==> config.mk <==
export PLATFORM = sky130hd
export DESIGN_NAME = seq_shifter_flat
export DESIGN_NICKNAME = d
export VERILOG_FILES = /design/src/rtl/seq_shifter_if.sv /design/src/rtl/seq_shifter.sv /design/src/flat_wrapper.sv
export SDC_FILE = /design/constraint.sdc
export NUM_CORES = 1
export LEC_CHECK = 0
export CORE_ASPECT_RATIO = 0.7
export CORE_MARGIN = 2
export CORE_UTILIZATION = 44
export DETAILED_ROUTE_END_ITERATION = 7
export GPL_ROUTABILITY_DRIVEN = 0
export PLACE_DENSITY = 0.81
export SYNTH_ARGS = -nofsm -noshare
export SYNTH_HDL_FRONTEND = slang
export SYNTH_SLANG_ARGS = --single-unit
==> constraint.sdc <==
create_clock -name clk -period 1.9 [get_ports clk]
set_input_delay 0.285 -clock clk [delete_from_list [all_inputs] [get_ports clk]]
set_output_delay 0.285 -clock clk [all_outputs]
set_load 0.03 [all_outputs]
==> src/rtl/seq_shifter_if.sv <==
// seq_shifter_if -- request/result handshake bundle for seq_shifter.
//   master : drives in_valid/in_a/in_amt/in_funct and out_ready,
//            observes in_ready/out_valid/out_res (the requester/consumer side)
//   slave  : the shifter side (mirror of master)
// WIDTH must match the seq_shifter instance it connects to; SHW = log2(WIDTH).
interface seq_shifter_if #(
  parameter int WIDTH = 32
);
  localparam int SHW = $clog2(WIDTH);

  logic             in_valid;
  logic             in_ready;
  logic [WIDTH-1:0] in_a;
  logic [SHW-1:0]   in_amt;
  logic [1:0]       in_funct;
  logic             out_valid;
  logic             out_ready;
  logic [WIDTH-1:0] out_res;

  modport master (
    output in_valid, in_a, in_amt, in_funct, out_ready,
    input  in_ready, out_valid, out_res
  );

  modport slave (
    input  in_valid, in_a, in_amt, in_funct, out_ready,
    output in_ready, out_valid, out_res
  );
endinterface

==> src/rtl/seq_shifter.sv <==
// seq_shifter -- multi-cycle barrel-less shifter, up to STEP positions per cycle.
//   clk        : rising-edge clock
//   rst        : asynchronous active-high reset
//   bus.slave  : in_valid/in_ready/in_a/in_amt/in_funct request handshake,
//                out_valid/out_ready/out_res result handshake
//   in_funct   : 00 logical right, 01 logical left, 10 arithmetic right,
//                11 rotate right (SEQ_SHIFTER_ROTATE_EN defined) or
//                logical right (macro undefined)
// Parameters: WIDTH (power of two, 8..64), STEP (power of two, 1..WIDTH).
module seq_shifter #(
  parameter int WIDTH = 32,
  parameter int STEP  = 1
) (
  input logic          clk,
  input logic          rst,
  seq_shifter_if.slave bus
);
  localparam int SHW = $clog2(WIDTH);

  // remaining never exceeds WIDTH-1, so clamping STEP there keeps
  // min(STEP, remaining) unchanged while letting it fit in SHW bits.
  localparam int unsigned    STEP_C = (STEP < WIDTH) ? STEP : WIDTH - 1;
  localparam logic [SHW-1:0] STEP_V = SHW'(STEP_C);

  typedef enum logic [1:0] {
    IDLE,
    BUSY,
    DONE
  } state_t;

  state_t           state, state_n;
  logic [WIDTH-1:0] work, work_n, shifted;
  logic [SHW-1:0]   rem, rem_n, k;
  logic [1:0]       funct, funct_n;

  // Shift distance for this BUSY cycle.
  always_comb k = (rem > STEP_V) ? STEP_V : rem;

`ifdef SEQ_SHIFTER_ROTATE_EN
  // Rotating the doubled word right leaves the rotated value in the low half.
  logic [2*WIDTH-1:0] rot_full;
  always_comb rot_full = {work, work} >> k;
`endif

  always_comb begin
    shifted = work >> k;
    case (funct)
      2'b01:   shifted = work << k;
      // Working MSB is the operand MSB, and stays so across arithmetic steps.
      2'b10:   shifted = $signed(work) >>> k;
`ifdef SEQ_SHIFTER_ROTATE_EN
      2'b11:   shifted = rot_full[WIDTH-1:0];
`endif
      default: shifted = work >> k;
    endcase
  end

  always_comb begin
    state_n = state;
    work_n  = work;
    rem_n   = rem;
    funct_n = funct;
    case (state)
      IDLE: begin
        if (bus.in_valid) begin
          work_n  = bus.in_a;
          rem_n   = bus.in_amt;
          funct_n = bus.in_funct;
          state_n = (bus.in_amt == '0) ? DONE : BUSY;
        end
      end
      BUSY: begin
        work_n = shifted;
        rem_n  = rem - k;
        if (rem == k) state_n = DONE;
      end
      DONE: begin
        if (bus.out_ready) state_n = IDLE;
      end
      default: state_n = IDLE;
    endcase
  end

  always_ff @(posedge clk or posedge rst) begin
    if (rst) begin
      state <= IDLE;
      work  <= '0;
      rem   <= '0;
      funct <= '0;
    end else begin
      state <= state_n;
      work  <= work_n;
      rem   <= rem_n;
      funct <= funct_n;
    end
  end

  assign bus.in_ready  = (state == IDLE);
  assign bus.out_valid = (state == DONE);
  assign bus.out_res   = work;
endmodule

==> src/flat_wrapper.sv <==
// flat-port wrapper written by rule: the top's interface ports become plain ports
module seq_shifter_flat 
#(
  parameter int WIDTH = 32,
  parameter int STEP  = 1
)
  (clk, rst, bus_in_valid, bus_in_a, bus_in_amt, bus_in_funct, bus_out_ready, bus_in_ready, bus_out_valid, bus_out_res);
  seq_shifter_if #(.WIDTH(WIDTH)) bus_i ();
  input logic clk;
  input logic rst;
  input wire logic [$bits(bus_i.in_valid)-1:0] bus_in_valid;
  input wire logic [$bits(bus_i.in_a)-1:0] bus_in_a;
  input wire logic [$bits(bus_i.in_amt)-1:0] bus_in_amt;
  input wire logic [$bits(bus_i.in_funct)-1:0] bus_in_funct;
  input wire logic [$bits(bus_i.out_ready)-1:0] bus_out_ready;
  output wire logic [$bits(bus_i.in_ready)-1:0] bus_in_ready;
  output wire logic [$bits(bus_i.out_valid)-1:0] bus_out_valid;
  output wire logic [$bits(bus_i.out_res)-1:0] bus_out_res;
  assign bus_i.in_valid = bus_in_valid;
  assign bus_i.in_a = bus_in_a;
  assign bus_i.in_amt = bus_in_amt;
  assign bus_i.in_funct = bus_in_funct;
  assign bus_i.out_ready = bus_out_ready;
  assign bus_in_ready = bus_i.in_ready;
  assign bus_out_valid = bus_i.out_valid;
  assign bus_out_res = bus_i.out_res;
  seq_shifter #(.WIDTH(WIDTH), .STEP(STEP)) u_core (.clk(clk), .rst(rst), .bus(bus_i));
endmodule
**After elaboration in Yosys (flattened, before gate mapping)**

Index checks and enable logic that the tools add are counted.

- Multiplexer cells: 11
- Reduce and logical (&&, ||, !) cells: 6
- Equality and inequality tests: 8
- Order comparisons: 1
- $add $sub $neg: 1
- Shift operators: 3

Operator list:

| kind | number |
|---|---|
| 32-bit case mux with 2 select lines | 2 |
| 32-bit two-way mux | 1 |
| 32-bit by 5-bit left shift with 32-bit output | 1 |
| 32-bit by 5-bit right shift with 32-bit output | 1 |
| 32-bit by 5-bit >>> shifter with 32-bit output | 1 |
| 5-bit two-way mux | 2 |
| 5-bit case mux with 2 select lines | 1 |
| 2-bit two-way mux | 4 |
| 2-bit case mux with 3 select lines | 1 |
| 5-bit equality test | 1 |
| 5-bit by 1-bit > comparator with 1-bit output, second input constant | 1 |
| 5-bit zero test | 1 |
| 5-bit subtractor | 1 |
| 2-bit by 1-bit equality test with 1-bit output, second input constant | 2 |
| 2-bit equality test, second input constant | 2 |
| 2-bit != test, second input constant | 2 |
| 2-bit AND reduction | 2 |
| 3-bit AND reduction | 1 |
| 2-bit zero test | 1 |
| 2-bit by 1-bit != test with 1-bit output, second input constant | 1 |
| 2-bit nonzero test | 1 |

- Output and inout port bits: 34
- Register bits: 41
- Input bits: 43

**Logic depth before layout (Yosys ltp)**

Gate-level depths: netlist (run 1).

- Depth in word-level cells: 5
- Mapped depth: 9
- Gate-level depth less buffers: 7

**Worst setup path after synthesis (run 1)**

Ideal clock, no wire load.

- Path kind: reg2reg
- From: register u_core.funct[0]
- To: register u_core.work[14], in the netlist u_core.bus.out_res[14]
- Setup time: 123 ps
- Path slack: -133 ps
- Cell stages (with the launch flop): 9
- Buffers on the path: 3
- Arrival time: 1910 ps
- Data required time: 1777 ps
- Cells stage by stage: dfrtp_1 -> inv_1 -> ha_1 -> clkbuf_1 -> or2_2 -> buf_2 -> buf_2 -> a221o_1 -> o221a_2

- Longest elaborated chain between the ends: 3

RTL lines:

| item | RTL line | source |
|---|---|---|
| start: declaration | seq_shifter.sv:34 | `logic [1:0] funct, funct_n;` |
| start signal: assignment | seq_shifter.sv:94 | `funct <= funct_n;` |
| 2-bit equality test / 2-bit by 1-bit equality test with 1-bit output (equally long branches) | seq_shifter.sv:47 | `case (funct)` |
| 32-bit case mux with 2 select lines (*) | seq_shifter.sv:47 |  |
| 32-bit case mux with 2 select lines (*) | seq_shifter.sv:63 | `case (state)` |
| end signal: assignment | seq_shifter.sv:92 | `work <= work_n;` |
| end: declaration | seq_shifter.sv:32 | `logic [WIDTH-1:0] work, work_n, shifted;` |

Every way passes the cells marked *; elsewhere a longest branch is shown, timed or not.
A chain may end at the register's enable or synchronous reset.

**Final worst setup path (run 1)**

- From: register u_core.rem[3]
- To: register u_core.work[30], in the netlist u_core.bus.out_res[30]

- Longest elaborated chain between the ends: 5

RTL lines:

| item | RTL line | source |
|---|---|---|
| start: declaration | seq_shifter.sv:33 | `logic [SHW-1:0] rem, rem_n, k;` |
| start signal: assignment | seq_shifter.sv:93 | `rem <= rem_n;` |
| 5-bit by 1-bit > comparator with 1-bit output | seq_shifter.sv:37 | `always_comb k = (rem > STEP_V) ? STEP_V : rem;` |
| 5-bit two-way mux (*) | seq_shifter.sv:37 |  |
| 32-bit by 5-bit right shift with 32-bit output (tied with other cells) | -- |  |
| 32-bit case mux with 2 select lines (*) | seq_shifter.sv:47 |  |
| 32-bit case mux with 2 select lines (*) | seq_shifter.sv:63 |  |

Marks and branches as above.

==> run summary, run 1 <==
Worst-path clk slew: 80 ps
Core Region: 0.00584 sq mm
Switching share of power: 0.476
Min cycle time layout: 1880 ps
PortBufs: 76
Library cells used by synthesis: 49
Internal power: 4.08 mW
Clock latency on the worst-skew pair: 300 ps
Dpl hpwl: 5870 um
Ant. Diodes: 0
Final setup violation count: 0
Synth Net Count: 360
Global-route wire length before repair: 14,100 um
R2R cell count: 5
Wire per inst: 19.1 um
Drt total wl: 9010 um
Area of the multi-input gates: 0.00159 sq mm
Flop pwr share: 0.250
Slew Limit Fails: 0
Final ANT Viol Nets: 0
Relative slew slack: 0.637
Mapped Cells: 314
Part of the power in the clock network: 0.096
Setup Skew: 6.34 ps
Die area: 0.00684 sq mm
GRT overflow: 0
Setup TNS: 0 ps
Worst reg2reg setup slack: 20 ps
Synth-to-Final Area Change: 41.3%
CTS H-Tree Depth: 2
Fin area: 0.00384 sq mm
Initial antenna violation count: 0
Initial Util: 0.466
Placed inst area: 0.00366 sq mm
Die height: 69.8 um
Synth Flop Type: dfrtp_1
Async set or reset register ratio after synthesis: 1.00
Yosys reg bits: 41
Status: completed
Post-Route M1 WL: 3980 um
Storage cell area: 0.00103 sq mm
DRC violations left: 0
Switch Pwr: 3.71 mW
Avg Cell Area, Syn: 8.66 sq um
Met2 Wirelength: 3970 um
CTS Buf Count: 5
Crit start category: register
Clock root cell: clkbuf_8
RR Startpoint: u_core.rem[3]
Site row count: 23
Commonest non-fill, non-tap cell in the layout: clkdlybuf4s50_1
Critical Path RT: 2120 ps
HP Class: in2async
EDFF count, synth: 0
Number of DRC markers in iteration 0: 282
CTS tree: yes
Max Cap Viol: 0
Fillers: 466
Worst Tran Pin Value: 545 ps
CP endpoint kind: register
Most frequent cells in the layout: 75 x clkdlybuf4s50_1, 40 x dfrtp_1, 38 x nor2_1
Number of global-route vias before repair: 2,796
Logic pwr share: 0.653
Pwr dens: 2030 mW/mm^2
Achievable frequency: 531 MHz
Clock tree buffer depth: 2
Layout cells sized above 1: 0.141
Register area share after synthesis: 0.377
Critical R2R Capture: u_core.bus.out_res[30]
Top sig layer: met4
Period utilization: 0.990
RSZ-0062 raised after global routing: true
Critical path class: reg2reg
Leakage: 1.51 nW
Vias: 3,081
DR vias/cell: 6.54
# nets final: 441
Final hold vios: 0
I/O Pins: 77
Yosys warning count: 0
Sink Count: 41
Max FO, Critical Path: 9
Met3 wire length: 951 um
Crit path DAT: 2100 ps
Post-Syn Area: 0.00272 sq mm
GRT Util Overall: 0.248
DR pass1 iterations: 5
Worst VDD drop: 0.00107 V
Largest net degree at the start of global routing: 42
Die X-Extent: 98.0 um
Hold slack final: 416 ps
==> power by group through the flow <==
stage / combinational [mW] / clock [mW] / sequential (mW)
final: 5.09 / 0.749 / 1.95
after global routing: 5.44 / 0.782 / 2.01
after CTS: 4.80 / 0.748 / 1.91
after detailed placement: 4.76 / 0 / 1.92
after global placement: 4.62 / 0 / 1.91
after floorplan: 2.70 / 0 / 2.44
==> worst max-delay path by stage <==
stage	slack [ps]	startpoint	end
floorplan	-10	u_core.funct[1]	u_core.bus.out_res[14]
global placement	90	u_core.funct[1]	u_core.bus.out_res[4]
detailed placement	40	u_core.rem[4]	u_core.rem[2]
CTS	20	u_core.rem[4]	u_core.rem[2]
global route	-30	u_core.rem[3]	u_core.bus.out_res[2]
finish	20	u_core.rem[3]	u_core.bus.out_res[30]
==> logic make-up (layout without fill, tap and decap cells) <==
family                     after synthesis  in the layout  synth area share
muxes                                    1              1           0.00414
DFF                                     41             41             0.377
buffers and inverters                   37            117            0.0584
and+or+nand+nor                         92             94             0.173
AOI/OAI and AO/OA                      140            140             0.373
adders and majority gates                3              3            0.0138
==> registers in the layout, indices dropped and copies added, names as in the netlist <==
signal              count
u_core.bus.out_res     32
u_core.funct            2
u_core.state            2
u_core.rem              5
==> cell usage after synthesis, types with 2 or more instances <==
cell type | number | area share
a211oi_1 | 2 | 0.0055
a21oi_1 | 18 | 0.033
a221o_1 | 3 | 0.011
a221oi_1 | 16 | 0.052
a22o_1 | 24 | 0.077
a22oi_1 | 5 | 0.014
a311oi_1 | 2 | 0.0064
a31oi_1 | 11 | 0.025
and4_1 | 2 | 0.0064
buf_1 | 2 | 0.0028
buf_2 | 5 | 0.0092
clkbuf_1 | 19 | 0.026
clkbuf_2 | 2 | 0.0037
dfrtp_1 | 41 | 0.38
ha_1 | 3 | 0.014
inv_1 | 6 | 0.0083
nand2_1 | 18 | 0.025
nand2b_1 | 3 | 0.0069
nand3_1 | 2 | 0.0037
nand3b_1 | 8 | 0.022
nor2_1 | 38 | 0.052
nor2b_1 | 5 | 0.011
nor3_1 | 2 | 0.0037
nor4_1 | 3 | 0.0069
o21ai_0 | 14 | 0.026
o21ai_1 | 2 | 0.0037
o221a_2 | 3 | 0.012
o22a_1 | 3 | 0.0097
o22ai_1 | 23 | 0.053
o311ai_0 | 7 | 0.023
or3_1 | 3 | 0.0069
or4_1 | 2 | 0.0055
==> what timing repair did <==
action | 4_1_cts | 5_1_grt
resized for setup | 2 | 16
gates cloned | 0 | 2
pin swaps | 0 | 2
hold buffers | 0 | 0
setup endpoints to repair | 2 | 18
buffers inserted | 0 | 1
hold endpoints to repair | 0 | 0
==> per-layer routing <==
metal,vias to the layer above,global-route usage
li1,1400,-
met1,1469,0.368
met2,196,0.374
met3,16,0.0554
met4,0,0.0432
met5,-,0
==> per-stage QoR <==
step	cells	setup WS [ps]	power, mW	util
6_report	471	18.4	7.79	0.658
5_1_grt	471	-29.9	8.23	0.658
4_1_cts	468	24.6	7.46	0.646
3_5_place_dp	460	43.0	6.68	0.626
3_3_place_gp	460	93.0	6.53	0.626
2_1_floorplan	314	-12.3	5.14	-
==> critical path: stages, from the launching register on <==
cell     delay (ps)
dfrtp_1         400
or4_4           580
buf_12          170
nor2_4          160
mux2_2          360
o22ai_1         140
==> final cells by class <==
type,count,area share
clock inverter,1,0.00781
multi-input combinational,238,0.412
clock buffer,7,0.0225
inverter,7,0.00781
timing repair buffer,102,0.258
tap,75,0.0244
sequential,41,0.267
No activity file was read; power rests on OpenSTA's default activity.
==> run 2: changes to the inputs <==
--- a/config.mk
+++ b/config.mk
@@ -5,9 +5,11 @@
 export SDC_FILE = /design/constraint.sdc
 export NUM_CORES = 1
 export LEC_CHECK = 0
+export ABC_AREA = 0
 export CORE_ASPECT_RATIO = 0.7
 export CORE_MARGIN = 2
 export CORE_UTILIZATION = 44
+export CTS_CLUSTER_SIZE = 14
 export DETAILED_ROUTE_END_ITERATION = 7
 export GPL_ROUTABILITY_DRIVEN = 0
 export PLACE_DENSITY = 0.81
==> results of run 2 <==
The final DEF is identical to that of run 1; final timing and power are the same.
